--- config.mk ---
export PLATFORM = sky130hd
export DESIGN_NAME = store_size_unit
export DESIGN_NICKNAME = d
export VERILOG_FILES = /design/src/rtl/store_size_unit.sv
export SDC_FILE = /design/constraint.sdc
export NUM_CORES = 1
export LEC_CHECK = 0
export ABC_CLOCK_PERIOD_IN_PS = 3500
export CORE_MARGIN = 10
export CORE_UTILIZATION = 51
export DETAILED_ROUTE_END_ITERATION = 10
export PLACE_DENSITY_LB_ADDON = 0.15
export SYNTH_ARGS = -nofsm -noshare
export SYNTH_HDL_FRONTEND = slang
export SYNTH_SLANG_ARGS = --single-unit
--- constraint.sdc ---
create_clock -name clk -period 3.5 [get_ports clk]
set_input_delay 0.525 -clock clk [delete_from_list [all_inputs] [get_ports clk]]
set_output_delay 0.525 -clock clk [all_outputs]
set_load 0.02 [all_outputs]
--- src/rtl/store_size_unit.sv ---
// store_size_unit
//   Formats the 32-bit word written to memory for SW, SH and SB stores.
//   SW passes register B straight through. SH and SB do a read-modify-write:
//   fetch the addressed word, merge the low halfword/byte of B into the
//   addressed lane, and present the merged word.
//
//   Optional feature macro: STORE_MISALIGN_EXC_EN
//     When defined, a misaligned SW/SH skips the memory read and completes
//     immediately with a one-cycle misalign_exc pulse alongside done.
//
// Ports
//   clk              system clock, rising edge
//   reset            synchronous, active-low reset
//   start            one-cycle request, only honoured in IDLE
//   store_type       00 SW, 01 SH, 10 SB, 11 SW
//   addr_lsb         byte offset of the store address
//   reg_B_data       store source data
//   mem_rdata        memory read data (valid MEM_LAT cycles after request)
//   mem_read_req     read request for the current store address
//   store_size_data  formatted word for the memory write-data mux
//   busy             high whenever the unit is not idle
//   done             one-cycle pulse, store_size_data valid
//   misalign_exc     one-cycle misalignment pulse (macro builds only)
//
// State table
//   IDLE | waiting for start
//   READ | issue the one-cycle memory read request
//   WAIT | count out memory latency, merge on the final cycle
//   DONE | signal completion for one cycle

module store_size_unit #(
  parameter int MEM_LAT = 1
) (
  input  logic        clk,
  input  logic        reset,
  input  logic        start,
  input  logic [1:0]  store_type,
  input  logic [1:0]  addr_lsb,
  input  logic [31:0] reg_B_data,
  input  logic [31:0] mem_rdata,
  output logic        mem_read_req,
  output logic [31:0] store_size_data,
`ifdef STORE_MISALIGN_EXC_EN
  output logic        misalign_exc,
`endif
  output logic        busy,
  output logic        done
);

  localparam int CW = (MEM_LAT > 1) ? $clog2(MEM_LAT) : 1;

  typedef enum logic [1:0] {
    IDLE = 2'd0,
    READ = 2'd1,
    WAIT = 2'd2,
    DONE = 2'd3
  } state_t;

  state_t         state_q, state_d;
  logic           sb_q;
  logic [1:0]     lsb_q;
  logic [15:0]    b_q;
  logic [31:0]    data_q;
  logic [CW-1:0]  cnt_q;
  logic           sw_req;
  logic           misalign_req;
  logic           accept;

  // Merge the latched B lane into the fetched memory word.
  function automatic logic [31:0] merge(input logic        is_sb,
                                        input logic [1:0]  lsb,
                                        input logic [15:0] b,
                                        input logic [31:0] m);
    logic [31:0] r;
    r = m;
    if (is_sb) r[8*lsb +: 8] = b[7:0];
    else       r[16*lsb[1] +: 16] = b;
    return r;
  endfunction

  assign sw_req = (store_type == 2'b00) || (store_type == 2'b11);
  assign accept = (state_q == IDLE) && start;

`ifdef STORE_MISALIGN_EXC_EN
  assign misalign_req = (sw_req && (addr_lsb != 2'b00)) ||
                        ((store_type == 2'b01) && addr_lsb[0]);
`else
  assign misalign_req = 1'b0;
`endif

  always_comb begin
    state_d = state_q;
    case (state_q)
      IDLE: begin
        if (start) begin
          if (misalign_req || sw_req) state_d = DONE;
          else                        state_d = READ;
        end
      end
      READ:    state_d = WAIT;
      WAIT:    if (cnt_q == '0) state_d = DONE;
      DONE:    state_d = IDLE;
      default: state_d = IDLE;
    endcase
  end

  always_ff @(posedge clk) begin
    if (!reset) begin
      state_q <= IDLE;
      sb_q    <= 1'b0;
      lsb_q   <= 2'b00;
      b_q     <= '0;
      data_q  <= '0;
      cnt_q   <= '0;
    end else begin
      state_q <= state_d;
      if (accept) begin
        sb_q  <= (store_type == 2'b10);
        lsb_q <= addr_lsb;
        b_q   <= reg_B_data[15:0];
        // SW result is known at acceptance; register it directly.
        if (sw_req && !misalign_req) data_q <= reg_B_data;
      end
      // Latency timer: loaded leaving READ, terminal count ends WAIT.
      if (state_q == READ)
        cnt_q <= CW'(MEM_LAT - 1);
      else if ((state_q == WAIT) && (cnt_q != '0))
        cnt_q <= cnt_q - 1'b1;
      if ((state_q == WAIT) && (cnt_q == '0))
        data_q <= merge(sb_q, lsb_q, b_q, mem_rdata);
    end
  end

`ifdef STORE_MISALIGN_EXC_EN
  logic exc_q;
  always_ff @(posedge clk) begin
    if (!reset) exc_q <= 1'b0;
    else        exc_q <= accept && misalign_req;
  end
  assign misalign_exc = exc_q;
`endif

  // All outputs decode from registered state only.
  assign busy            = (state_q != IDLE);
  assign done            = (state_q == DONE);
  assign mem_read_req    = (state_q == READ);
  assign store_size_data = data_q;

endmodule

# --- Yosys cells after proc, flatten, opt, wreduce, memory -nomap -nowiden ---
# Cells that the tools add are included.
op_classes:
  addsub: 3
  eq_ne: 7
  n_shift: 4
  muxes: 10
  n_bitwise: 2
  n_reduce_logical: 12
ops:
  columns: ["operator", "n"]
  rows:
  - ["32-bit two-way mux", 4]
  - ["5-bit negation with 34-bit output", 2]
  - ["32-bit bitwise mux", 2]
  - ["16-bit by 34-bit variable shift with 32-bit output, first input constant", 1]
  - ["8-bit by 34-bit variable shift with 32-bit output, first input constant", 1]
  - ["16-bit by 34-bit indexed part select with 32-bit output", 1]
  - ["8-bit by 34-bit indexed part select with 32-bit output", 1]
  - ["2-bit equality test, second input constant", 4]
  - ["2-bit one-hot mux with 4 select lines", 1]
  - ["2-bit two-way mux", 3]
  - ["2-bit nonzero test", 3]
  - ["2-bit logical NOT", 2]
  - ["2-bit != test, second input constant", 2]
  - ["2-bit AND reduction", 2]
  - ["1-bit logical AND", 3]
  - ["2-bit by 1-bit equality test with 1-bit output, second input constant", 1]
  - ["1-bit NOT", 2]
  - ["2-bit OR reduction", 1]
  - ["1-bit logical OR", 1]
  - ["1-bit subtractor, second input constant", 1]
totals:
  reg_bits: 54
  input_bits: 71
  output_inout_bits: 35
  wordCells: 44

# --- Depth between registers and ports, before layout ---
# Gate-level depths: netlist (run 1).
depth:
  ltp_word: 5
  mapped_depth: 8
  depth_no_buf: 5

# --- Least setup slack after synthesis (run 1) ---
# No wires, ideal clock.
synth_timing:
  path_kind: "register to register"
  from: "register lsb_q[0]"
  to: "register data_q[24] (netlist: store_size_data[24])"
  setup_ns: 0.092
  t_arrival_ns: 1.983
  required_ns: 3.408
  setup_slack_ns: 1.425
  path_stages_with_launch: 8
  path_buffers: 2
  synth_period_minus_slack_ns: 2.075
  path_cell_list: "dfxtp_1 buf_2 buf_2 inv_1 ha_1 nor4b_4 a311oi_1 nor4_1"
synth_via:
  elab_chain_cells: 5
  word_cells_on_any_way: 6
  classes_between: "1 x add/sub; 2 x shift; 3 x mux"
synth_rtl:
  columns: ["element", "line", "text"]
  rows:
  - ["start: declaration", "61", "logic [1:0] lsb_q;"]
  - ["start signal: assignment", "119", "lsb_q <= addr_lsb;"]
  - ["5-bit negation with 34-bit output (*)", "76", "if (is_sb) r[8*lsb +: 8] = b[7:0];"]
  - ["8-bit by 34-bit indexed part select with 32-bit output / 8-bit by 34-bit variable shift with 32-bit output (equally long branches)", "76", null]
  - ["32-bit bitwise mux (*)", "76", null]
  - ["32-bit two-way mux (*)", "76", null]
  - ["32-bit two-way mux (*)", "129", "if ((state_q == WAIT) && (cnt_q == '0))"]
  - ["end signal: assignment", "122", "if (sw_req && !misalign_req) data_q <= reg_B_data;"]
  - ["end signal: assignment", "130", "data_q <= merge(sb_q, lsb_q, b_q, mem_rdata);"]
  - ["end: declaration", "63", "logic [31:0] data_q;"]
# Mark *: on every way between the ends. The rest lies on a longest branch, timed or not.
# A chain may end at the register's enable or synchronous reset.

# --- Worst setup path in the final report (run 1) ---
layout_timing:
  from: "register state_q[0]"
  to: "output port busy"
layout_via:
  elab_chain_cells: 1
layout_rtl:
  columns: ["element", "line", "text"]
  rows:
  - ["start: declaration", "59", "state_t state_q, state_d;"]
  - ["start signal: assignment", "116", "state_q <= state_d;"]
  - ["2-bit nonzero test", "144", "assign busy = (state_q != IDLE);"]
  - ["end: declaration", "46", "output logic busy,"]
# Every way passes these cells.

==> results of run 1 <==
-- power by group --
part	internal (W)	switching, W
clock network	0.000160	0.000217
logic	0.000641	0.000835
registers	0.000797	0.000136
-- logic make-up (layout without fill, tap and decap cells) --
group,Yosys count,in the layout
AOI/OAI and AO/OA,87,87
adders and majority gates,11,11
buffers and inverters,46,130
DFF,54,54
muxes,33,33
and+or+nand+nor,180,180
-- sequential cells by signal, indices dropped and copies added, names as in the netlist --
| signal | count |
|---|---|
| store_size_data | 32 |
| b_q | 16 |
| lsb_q | 2 |
| state_q | 2 |
| cnt_q | 1 |
| sb_q | 1 |
-- metrics by stage --
stage                     total power [W]  hold slack (ns)  util [%]
final                             0.00279            0.481      70.1
after global routing              0.00295            0.504      70.1
after CTS                         0.00277            0.480      70.1
after detailed placement          0.00240            0.465      68.6
after global placement            0.00236            0.457      68.6
after floorplan                   0.00184            0.442         -
-- synthesized netlist by cell type --
cell type,count,area (um^2)
a211oi_1,9,67.6
and3_1,9,56.3
nand2_1,40,150
ha_1,11,138
clkinv_1,1,3.75
buf_2,20,100
mux2i_1,1,10.0
mux2_2,15,169
nor4b_4,1,23.8
nor3b_4,1,18.8
nor4b_1,1,8.76
clkbuf_1,12,45.0
a311oi_1,9,78.8
a221oi_1,16,140
and3b_1,8,70.1
dfxtp_1,54,1080
nor4_1,32,200
clkinv_4,1,8.76
or3b_1,1,8.76
nand3_1,1,5.00
nor3_1,64,320
and4bb_1,1,12.5
nand3b_1,1,7.51
buf_4,1,7.51
nand2b_1,1,6.26
a21oi_1,21,105
inv_1,7,26.3
buf_6,4,45.0
nor2_1,1,3.75
nor2b_1,10,62.6
and2_1,1,6.26
and2b_1,7,52.6
o21ai_1,32,160
mux2_1,17,191
-- per-layer routing --
metal	vias up	global-route usage (%)	share of wire [%]	wire length, um
met1	1693	28.1	41	4720
met5	-	0	0	0
met2	243	33.8	46	5300
met3	28	5.85	11	1230
li1	1706	-	-	-
met4	0	8.14	2.1	246
-- layout make-up --
class | instances | area share (%)
clock buffers | 6 | 1.83
clock inverters | 2 | 0.278
inverters | 9 | 0.861
multi-input cells | 311 | 46.2
flip-flops and latches | 54 | 24.0
well taps | 77 | 2.14
repair buffers | 113 | 24.7
-- worst register-to-register path, cell delays in order (launching register included) --
cell and delay, ns:
dfxtp_1 0.34, buf_4 0.42, ha_1 0.41, nor4b_4 0.49
a311oi_1 0.17, nor4_1 0.32
-- worst paths after layout --
kind	endpoint	slack [ns]	startpoint
hold / removal	sb_q	0.48	sb_q
setup / recovery	busy	1.26	state_q[0]
setup reg to reg	store_size_data[30]	1.26	lsb_q[1]
hold reg to reg	sb_q	0.48	sb_q
==> flow_metrics.env, run 1 <==
export IMPL_worstHoldPathType="flop to flop"
export IMPL_die_w_um=102
export IMPL_synth_compound_area_share_pct=16.3
export IMPL_worst_path_buf_inv=3
export IMPL_synth_xor_area_share_pct=0
export IMPL_cts_repair_resize_count=0
export IMPL_grt_remaining_overflow=0
export IMPL_status="finished clean"
export IMPL_cts_hold_buffers_added=0
export IMPL_report_final_setup_viol=0
export IMPL_dp_cells=564
export IMPL_worstPathMaxFanout=6
export IMPL_cts_root_to_sink_buffers=2
export IMPL_clock_buffer_count_from_cts=5
export IMPL_timing_reg2reg_worst_path_depth=5
export IMPL_synth_area_mux_share_pct=10.9
export IMPL_fp_dieArea_mm2=0.0103
export IMPL_final_net_count=576
export IMPL_timing_critical_path_required_ns=2.97
export IMPL_final_cell_mix="clkdlybuf4s50_1, nor3_1, dfxtp_1, nand2_1"
export IMPL_layout_worst_path_cycle_share_pct=64.1
export IMPL_final_layout_size_suffix_gt1_share_pct=7.07
export IMPL_gp_congestion=0.865
export IMPL_critical_path_startpoint_type="flop"
export IMPL_postCtsSetupBuffers=0
export IMPL_finalNonFillerCells=572
export IMPL_placed_cell_area_mm2=0.00441
export IMPL_worst_setup_path_end_kind="output pin"
export IMPL_drt_pass1_iter_count=5
export IMPL_timing_final_max_slew_violations=0
export IMPL_routedWlPerCell_um=20.1
export IMPL_power_density_over_cell_area_mw_per_mm2=619
export IMPL_synthAdderAreaFrac_pct=4.06
export IMPL_ant_nets=0
export IMPL_timing_max_cap_violations=0
export IMPL_post_layout_min_period_ns=2.24
export IMPL_core_area_mm2=0.00642
export IMPL_initial_utilization_pct=52.8
export IMPL_yosys_cell_types_count=34
export IMPL_timing_worst_setup_path_type="flop to output pin"
export IMPL_dominant_combinational_cell_family_by_area_after_synthesis="simple AND/OR/NAND/NOR gates"
export IMPL_num_rows=29
export IMPL_total_leakage_power_nw=1.68
export IMPL_synth_simple_gate_area_share_pct=29.9
export IMPL_clock_insertion_delay_worst_skew_ns=0.31
export IMPL_routed_wl_mm=11.5
export IMPL_register_area_mm2=0.00108
export IMPL_most_common_library_cell_in_the_layout_ignoring_fill_and_taps="clkdlybuf4s50_1"
export IMPL_num_io_pins=106
export IMPL_worst_clock_skew_ns=0.00505
export IMPL_tritoncts="done"
export IMPL_fillCellCount=526
export IMPL_grt_setup_unrepaired="false"
export IMPL_via_count=3670
export IMPL_crit_chain="inv_1 -> ha_1 -> inv_1 -> clkdlybuf4s50_1"
export IMPL_detailedPlacementHpwl_mm=7.87
export IMPL_cell_with_the_most_instances_on_the_worst_path="inv_1"
export IMPL_proportion_of_synthesized_chip_area_in_sequential_cells_pct=31.9
export IMPL_die_span_y_um=102
export IMPL_finalHoldViolations=0
export IMPL_crit_arrival_ns=1.72
export IMPL_slew_at_the_pin_closest_to_its_max_slew_limit_ns=0.824
export IMPL_largest_stage_delay_on_the_critical_path_ns=0.59
export IMPL_vdd_ir_drop_worst_mv=0.398
export IMPL_first_iter_violations=378
export IMPL_clkSlewWorstSetupHoldPaths_ns=0.10
export IMPL_postSynthCellCount=411
export IMPL_io_buffer_count=105
export IMPL_maxSlewHeadroom_pct=45.1
export IMPL_route_detailed_drc=0
export IMPL_grt_antenna_before_repair=0
export IMPL_setup_total_negative_slack_ns=0
export IMPL_global_route_wire_length_before_repair_mm=18.5
export IMPL_ctsHtreeMaxLevel=2
export IMPL_synth_net_count=493
export IMPL_yosys_register_bits=54
export IMPL_critical_path_top_delay_family="buffers and inverters"
export IMPL_multi_input_comb_area_mm2=0.00208
export IMPL_avgSynthCellArea_um2=8.25
export IMPL_finalInstanceArea_mm2=0.00450
export IMPL_drt_vias_per_instance=6.42
export IMPL_clock_fmax_mhz=446
export IMPL_numClockSinks=54
export IMPL_first_global_vias=3682
export IMPL_synthToLayoutAreaGrowth_pct=32.8
export IMPL_antenna_diode_count=0
export IMPL_grt_total_usage_pct=21.7
export IMPL_ys_warn_count=0
export IMPL_pre_cts_ws_ns=1.09
export IMPL_critPathSlowestCell="clkdlybuf4s50_1"
export IMPL_pin_count_of_the_biggest_net_entering_global_routing=53
export IMPL_wp_depth=4
export IMPL_clockRootBuffer="clkbuf_8"
export IMPL_hold_depth=2
export IMPL_setup_ws_ns=1.26
export IMPL_post_synth_instance_area_mm2=0.00339
Note: power is estimated with default switching activity, not from simulation.
==> inputs of run 2 (changes only) <==
Settings changed: ABC_CLOCK_PERIOD_IN_PS 3500 to 2210, CORE_UTILIZATION 51 to 47.
Clock period 3.5 ns to 2.21 ns, I/O delays scaled along.
==> flow_metrics.env, run 2 (synthesis results as in run 1) <==
export IMPL_pin_count_of_the_biggest_net_entering_global_routing=65
export IMPL_drt_pass1_iter_count=5
export IMPL_slew_at_the_pin_closest_to_its_max_slew_limit_ns=0.775
export IMPL_cts_hold_buffers_added=0
export IMPL_grt_setup_unrepaired="false"
export IMPL_ant_nets=0
export IMPL_worst_clock_skew_ns=0.00717
export IMPL_post_layout_min_period_ns=2.07
export IMPL_io_buffer_count=105
export IMPL_synthToLayoutAreaGrowth_pct=35.6
export IMPL_worstPathMaxFanout=6
export IMPL_tritoncts="done"
export IMPL_cts_repair_resize_count=0
export IMPL_worst_setup_path_end_kind="output pin"
export IMPL_p_comb_share_pct=54.1
export IMPL_drt_vias_per_instance=6.10
export IMPL_grt_antenna_before_repair=0
export IMPL_fillCellCount=596
export IMPL_critPathSlowestCell="clkdlybuf4s50_1"
export IMPL_final_layout_size_suffix_gt1_share_pct=7.78
export IMPL_most_common_library_cell_in_the_layout_ignoring_fill_and_taps="clkdlybuf4s50_1"
export IMPL_finalInstanceArea_mm2=0.00460
export IMPL_fp_dieArea_mm2=0.0110
export IMPL_total_leakage_power_nw=1.72
export IMPL_status="finished clean"
export IMPL_clock_insertion_delay_worst_skew_ns=0.31
export IMPL_timing_final_max_slew_violations=0
export IMPL_cell_with_the_most_instances_on_the_worst_path="inv_1"
export IMPL_power_internal_w=0.00256
export IMPL_detailedPlacementHpwl_mm=7.95
export IMPL_clock_fmax_mhz=484
export IMPL_worstHoldPathType="flop to flop"
export IMPL_cts_root_to_sink_buffers=2
export IMPL_p_sw_share_pct=42.0
export IMPL_core_area_mm2=0.00691
export IMPL_max_ffs_per_register=32
export IMPL_report_final_setup_viol=0
export IMPL_clockRootBuffer="clkbuf_8"
export IMPL_critical_path_startpoint_type="flop"
export IMPL_layout_worst_path_cycle_share_pct=93.5
export IMPL_finalHoldViolations=0
export IMPL_postCtsSetupBuffers=0
export IMPL_via_count=3644
export IMPL_route_detailed_drc=0
export IMPL_net_switching_power_w=0.00185
export IMPL_critPathLaunch="state_q[0]"
export IMPL_setup_total_negative_slack_ns=0
export IMPL_worst_hold_slack_ns=0.470
export IMPL_power_density_over_cell_area_mw_per_mm2=958
export IMPL_vdd_ir_drop_worst_mv=0.637
export IMPL_sequentialPowerShare_pct=33.7
export IMPL_grt_total_usage_pct=19.6
export IMPL_gp_congestion=0.836
export IMPL_final_net_count=583
export IMPL_die_span_y_um=105
export IMPL_global_route_wire_length_before_repair_mm=18.4
export IMPL_grt_remaining_overflow=0
export IMPL_timing_worst_setup_path_type="flop to output pin"
export IMPL_first_global_vias=3639
export IMPL_routed_wl_mm=11.4
export IMPL_clkSlewWorstSetupHoldPaths_ns=0.09
export IMPL_routedWlPerCell_um=19.0
export IMPL_clockPowerShare_pct=12.2
export IMPL_crit_arrival_ns=1.73
export IMPL_timing_max_cap_violations=0
export IMPL_crit_chain="inv_1 -> ha_1 -> inv_1 -> clkdlybuf4s50_1"
export IMPL_placed_cell_area_mm2=0.00452
export IMPL_ctsHtreeMaxLevel=2
export IMPL_hold_path_startpoint="sb_q"
export IMPL_first_iter_violations=242
export IMPL_clock_buffer_count_from_cts=5
export IMPL_num_rows=30
export IMPL_largest_stage_delay_on_the_critical_path_ns=0.60
export IMPL_final_cell_mix="clkdlybuf4s50_1, nor3_1, dfxtp_1, nand2_1"
export IMPL_numClockSinks=54
export IMPL_initial_utilization_pct=49.1
export IMPL_die_w_um=105
export IMPL_timing_critical_path_required_ns=1.88
export IMPL_maxSlewHeadroom_pct=48.3
export IMPL_num_io_pins=106
export IMPL_timing_rr_start="lsb_q[1]"
export IMPL_antenna_diode_count=0
-- run 2: cell types whose count changed in the layout (fill, tap and decap cells not counted), sizes merged --
cell	previous run	this run
clkbuf	6	7
clkinvlp	1	0
buf	8	15
clkinv	3	2
-- run 2: per-stage QoR --
stage | setup WS, ns | instances | util, % | power, W
2_1_floorplan | 0.135 | 411 | - | 0.00292
3_3_place_gp | 0.336 | 590 | 65.5 | 0.00382
3_5_place_dp | 0.294 | 590 | 65.5 | 0.00387
4_1_cts | 0.124 | 597 | 66.6 | 0.00441
5_1_grt | 0.0427 | 597 | 66.6 | 0.00468
6_report | 0.144 | 597 | 66.6 | 0.00441
-- run 2: worst paths after layout --
check        depth (start not counted)  slack (ns)                  end
min reg2reg                          2        0.47                 sb_q
min                                  2        0.47                 sb_q
max                                  4        0.14                 busy
max reg2reg                          5        0.30  store_size_data[31]
-- run 2: critical path, delay by kind of cell (launching register included) --
| kind | cells | cell delay, ns |
|---|---|---|
| adders and majority gates | 1 | 0.26 |
| buffers and inverters | 3 | 0.77 |
| DFF | 1 | 0.40 |
-- run 2: power by group through the flow --
stage / registers, W / logic, W / clock network (W)
after floorplan: 0.00171 / 0.00121 / 0
after global placement: 0.00149 / 0.00233 / 0
after detailed placement: 0.00149 / 0.00238 / 0
after CTS: 0.00147 / 0.00239 / 0.000545
after global routing: 0.00151 / 0.00259 / 0.000578
final: 0.00148 / 0.00239 / 0.000537
-- run 2: area by class of cell --
| type | instances | area, um^2 | area share, % |
|---|---|---|---|
| clock buffers | 7 | 76.3 | 1.66 |
| repair buffers | 120 | 1200 | 26.1 |
| flip-flops and latches | 54 | 1080 | 23.5 |
| inverters | 9 | 38.8 | 0.844 |
| well taps | 96 | 120 | 2.61 |
| multi-input cells | 311 | 2080 | 45.3 |
-- run 2: routing by layer --
metal | part of all wire [%] | vias to the layer above | routed length [um] | global-route usage [%]
li1 | - | 1717 | - | -
met1 | 44 | 1721 | 4970 | 24.7
met2 | 47 | 184 | 5310 | 32.3
met3 | 7.8 | 22 | 884 | 4.42
met4 | 1.8 | 0 | 201 | 6.57
met5 | 0 | - | 0 | 0
==> inputs of run 3 (changes only) <==
Settings changed: ABC_CLOCK_PERIOD_IN_PS 2210 to 2600, CORE_UTILIZATION 47 to 52, CTS_BUF_LIST set to sky130_fd_sc_hd__clkbuf_2 sky130_fd_sc_hd__clkbuf_4 sky130_fd_sc_hd__clkbuf_8, SKIP_CTS_REPAIR_TIMING set to 1.
Clock period 2.21 ns to 2.6 ns, I/O delays scaled along.
==> flow_metrics.env, run 3 (synthesis results as in run 1) <==
export IMPL_slew_at_the_pin_closest_to_its_max_slew_limit_ns=0.725
export IMPL_timing_rr_start="lsb_q[1]"
export IMPL_setup_ws_ns=0.370
export IMPL_maxSlewHeadroom_pct=51.6
export IMPL_crit_arrival_ns=2.45
export IMPL_pre_cts_ws_ns=0.434
export IMPL_register_area_mm2=0.00108
export IMPL_worst_clock_skew_ns=0.00586
export IMPL_drt_pass1_iter_count=6
export IMPL_numClockSinks=54
export IMPL_clock_fmax_mhz=448
export IMPL_status="finished clean"
export IMPL_num_rows=29
export IMPL_route_detailed_drc=0
export IMPL_vdd_ir_drop_worst_mv=0.694
export IMPL_detailedPlacementHpwl_mm=7.60
export IMPL_dr_wl_met3_mm=1.03
export IMPL_initial_utilization_pct=53.4
export IMPL_routedWlPerCell_um=19.0
export IMPL_global_route_wire_length_before_repair_mm=17.3
export IMPL_grt_total_usage_pct=20.5
export IMPL_worst_setup_path_end_kind="flop"
export IMPL_critPathLaunch="lsb_q[1]"
export IMPL_fillCellCount=506
export IMPL_clockRootBuffer="clkbuf_8"
export IMPL_worstPathMaxFanout=35
export IMPL_routed_wl_mm=10.9
export IMPL_cts_root_to_sink_buffers=2
export IMPL_layout_worst_path_cycle_share_pct=85.8
export IMPL_core_area_mm2=0.00635
export IMPL_timing_critical_path_required_ns=2.82
export IMPL_worst_r2r_setup_slack_ns=0.37
export IMPL_fp_dieArea_mm2=0.0102
export IMPL_timing_worst_setup_path_type="flop to flop"
export IMPL_most_common_library_cell_in_the_layout_ignoring_fill_and_taps="clkdlybuf4s50_1"
export IMPL_post_layout_min_period_ns=2.23
export IMPL_timing_max_cap_violations=0
export IMPL_met2_wirelength_mm=4.94
export IMPL_first_iter_violations=280
export IMPL_wl_met1_mm=4.80
export IMPL_io_buffer_count=105
export IMPL_finalHoldViolations=0
export IMPL_dp_cells=566
export IMPL_report_final_setup_viol=0
export IMPL_critical_path_startpoint_type="flop"
export IMPL_die_span_y_um=101
export IMPL_final_cell_mix="clkdlybuf4s50_1, nor3_1, dfxtp_1, nand2_1"
export IMPL_setup_total_negative_slack_ns=0
export IMPL_total_leakage_power_nw=1.70
export IMPL_via_count=3582
export IMPL_finalNonFillerCells=574
export IMPL_synthToLayoutAreaGrowth_pct=33.6
export IMPL_clock_insertion_delay_worst_skew_ns=0.31
export IMPL_max_ffs_per_register=32
export IMPL_grt_setup_unrepaired="false"
export IMPL_pin_count_of_the_biggest_net_entering_global_routing=36
export IMPL_clkSlewWorstSetupHoldPaths_ns=0.10
export IMPL_timing_final_max_slew_violations=0
export IMPL_gp_congestion=0.892
export IMPL_worstHoldPathType="flop to flop"
export IMPL_final_layout_size_suffix_gt1_share_pct=7.44
export IMPL_first_global_vias=3440
export IMPL_drt_vias_per_instance=6.24
export IMPL_grt_remaining_overflow=0
export IMPL_grt_antenna_before_repair=0
export IMPL_num_io_pins=106
export IMPL_finalPower_w=0.00374
export IMPL_power_density_over_cell_area_mw_per_mm2=826
export IMPL_ctsHtreeMaxLevel=2
export IMPL_ant_nets=0
export IMPL_clock_buffer_count_from_cts=5
export IMPL_tritoncts="done"
export IMPL_routed_top_layer="met4"
export IMPL_die_w_um=101
export IMPL_antenna_diode_count=0
export IMPL_hold_path_startpoint="sb_q"
export IMPL_final_net_count=578
export IMPL_multi_input_comb_area_mm2=0.00208
run 3: power by group:
part	internal, W	switching (W)
clock network	0.000227	0.000287
registers	0.00107	0.000183
logic	0.000877	0.00110
run 3: final timing paths:
| kind | to | cells after the start |
|---|---|---|
| setup / recovery | store_size_data[26] | 5 |
| hold / removal | sb_q | 2 |
| setup reg to reg | store_size_data[26] | 5 |
| hold reg to reg | sb_q | 2 |
run 3: critical path: stages (launching register included):
cell	delay [ns]
dfxtp_1	0.35
buf_4	0.42
ha_1	0.40
nor4b_4	0.48
a311oi_1	0.17
nor4_1	0.30
run 3: stage by stage:
stage                     instance area [um^2]  utilization, %  hold slack [ns]
final                                     4530            71.3            0.482
after global routing                      4530            71.3            0.518
after global placement                    4440            69.9            0.457
after detailed placement                  4440            69.9            0.467
after floorplan                           3390               -            0.442
after CTS                                 4530            71.3            0.482
run 3: final cells by class:
| cell class | instances | share of cell area [%] |
|---|---|---|
| sequential | 54 | 23.9 |
| clock inverter | 1 | 0.110 |
| multi-input combinational | 311 | 45.9 |
| clock buffer | 7 | 1.99 |
| timing repair buffer | 115 | 25.1 |
| inverter | 9 | 0.856 |
| tap | 77 | 2.13 |
run 3: routing by layer:
layer	GRT usage [%]	up-vias
li1	-	1711
met1	27.2	1681
met2	31.3	179
met3	5.69	11
met4	6.41	0
met5	0	-
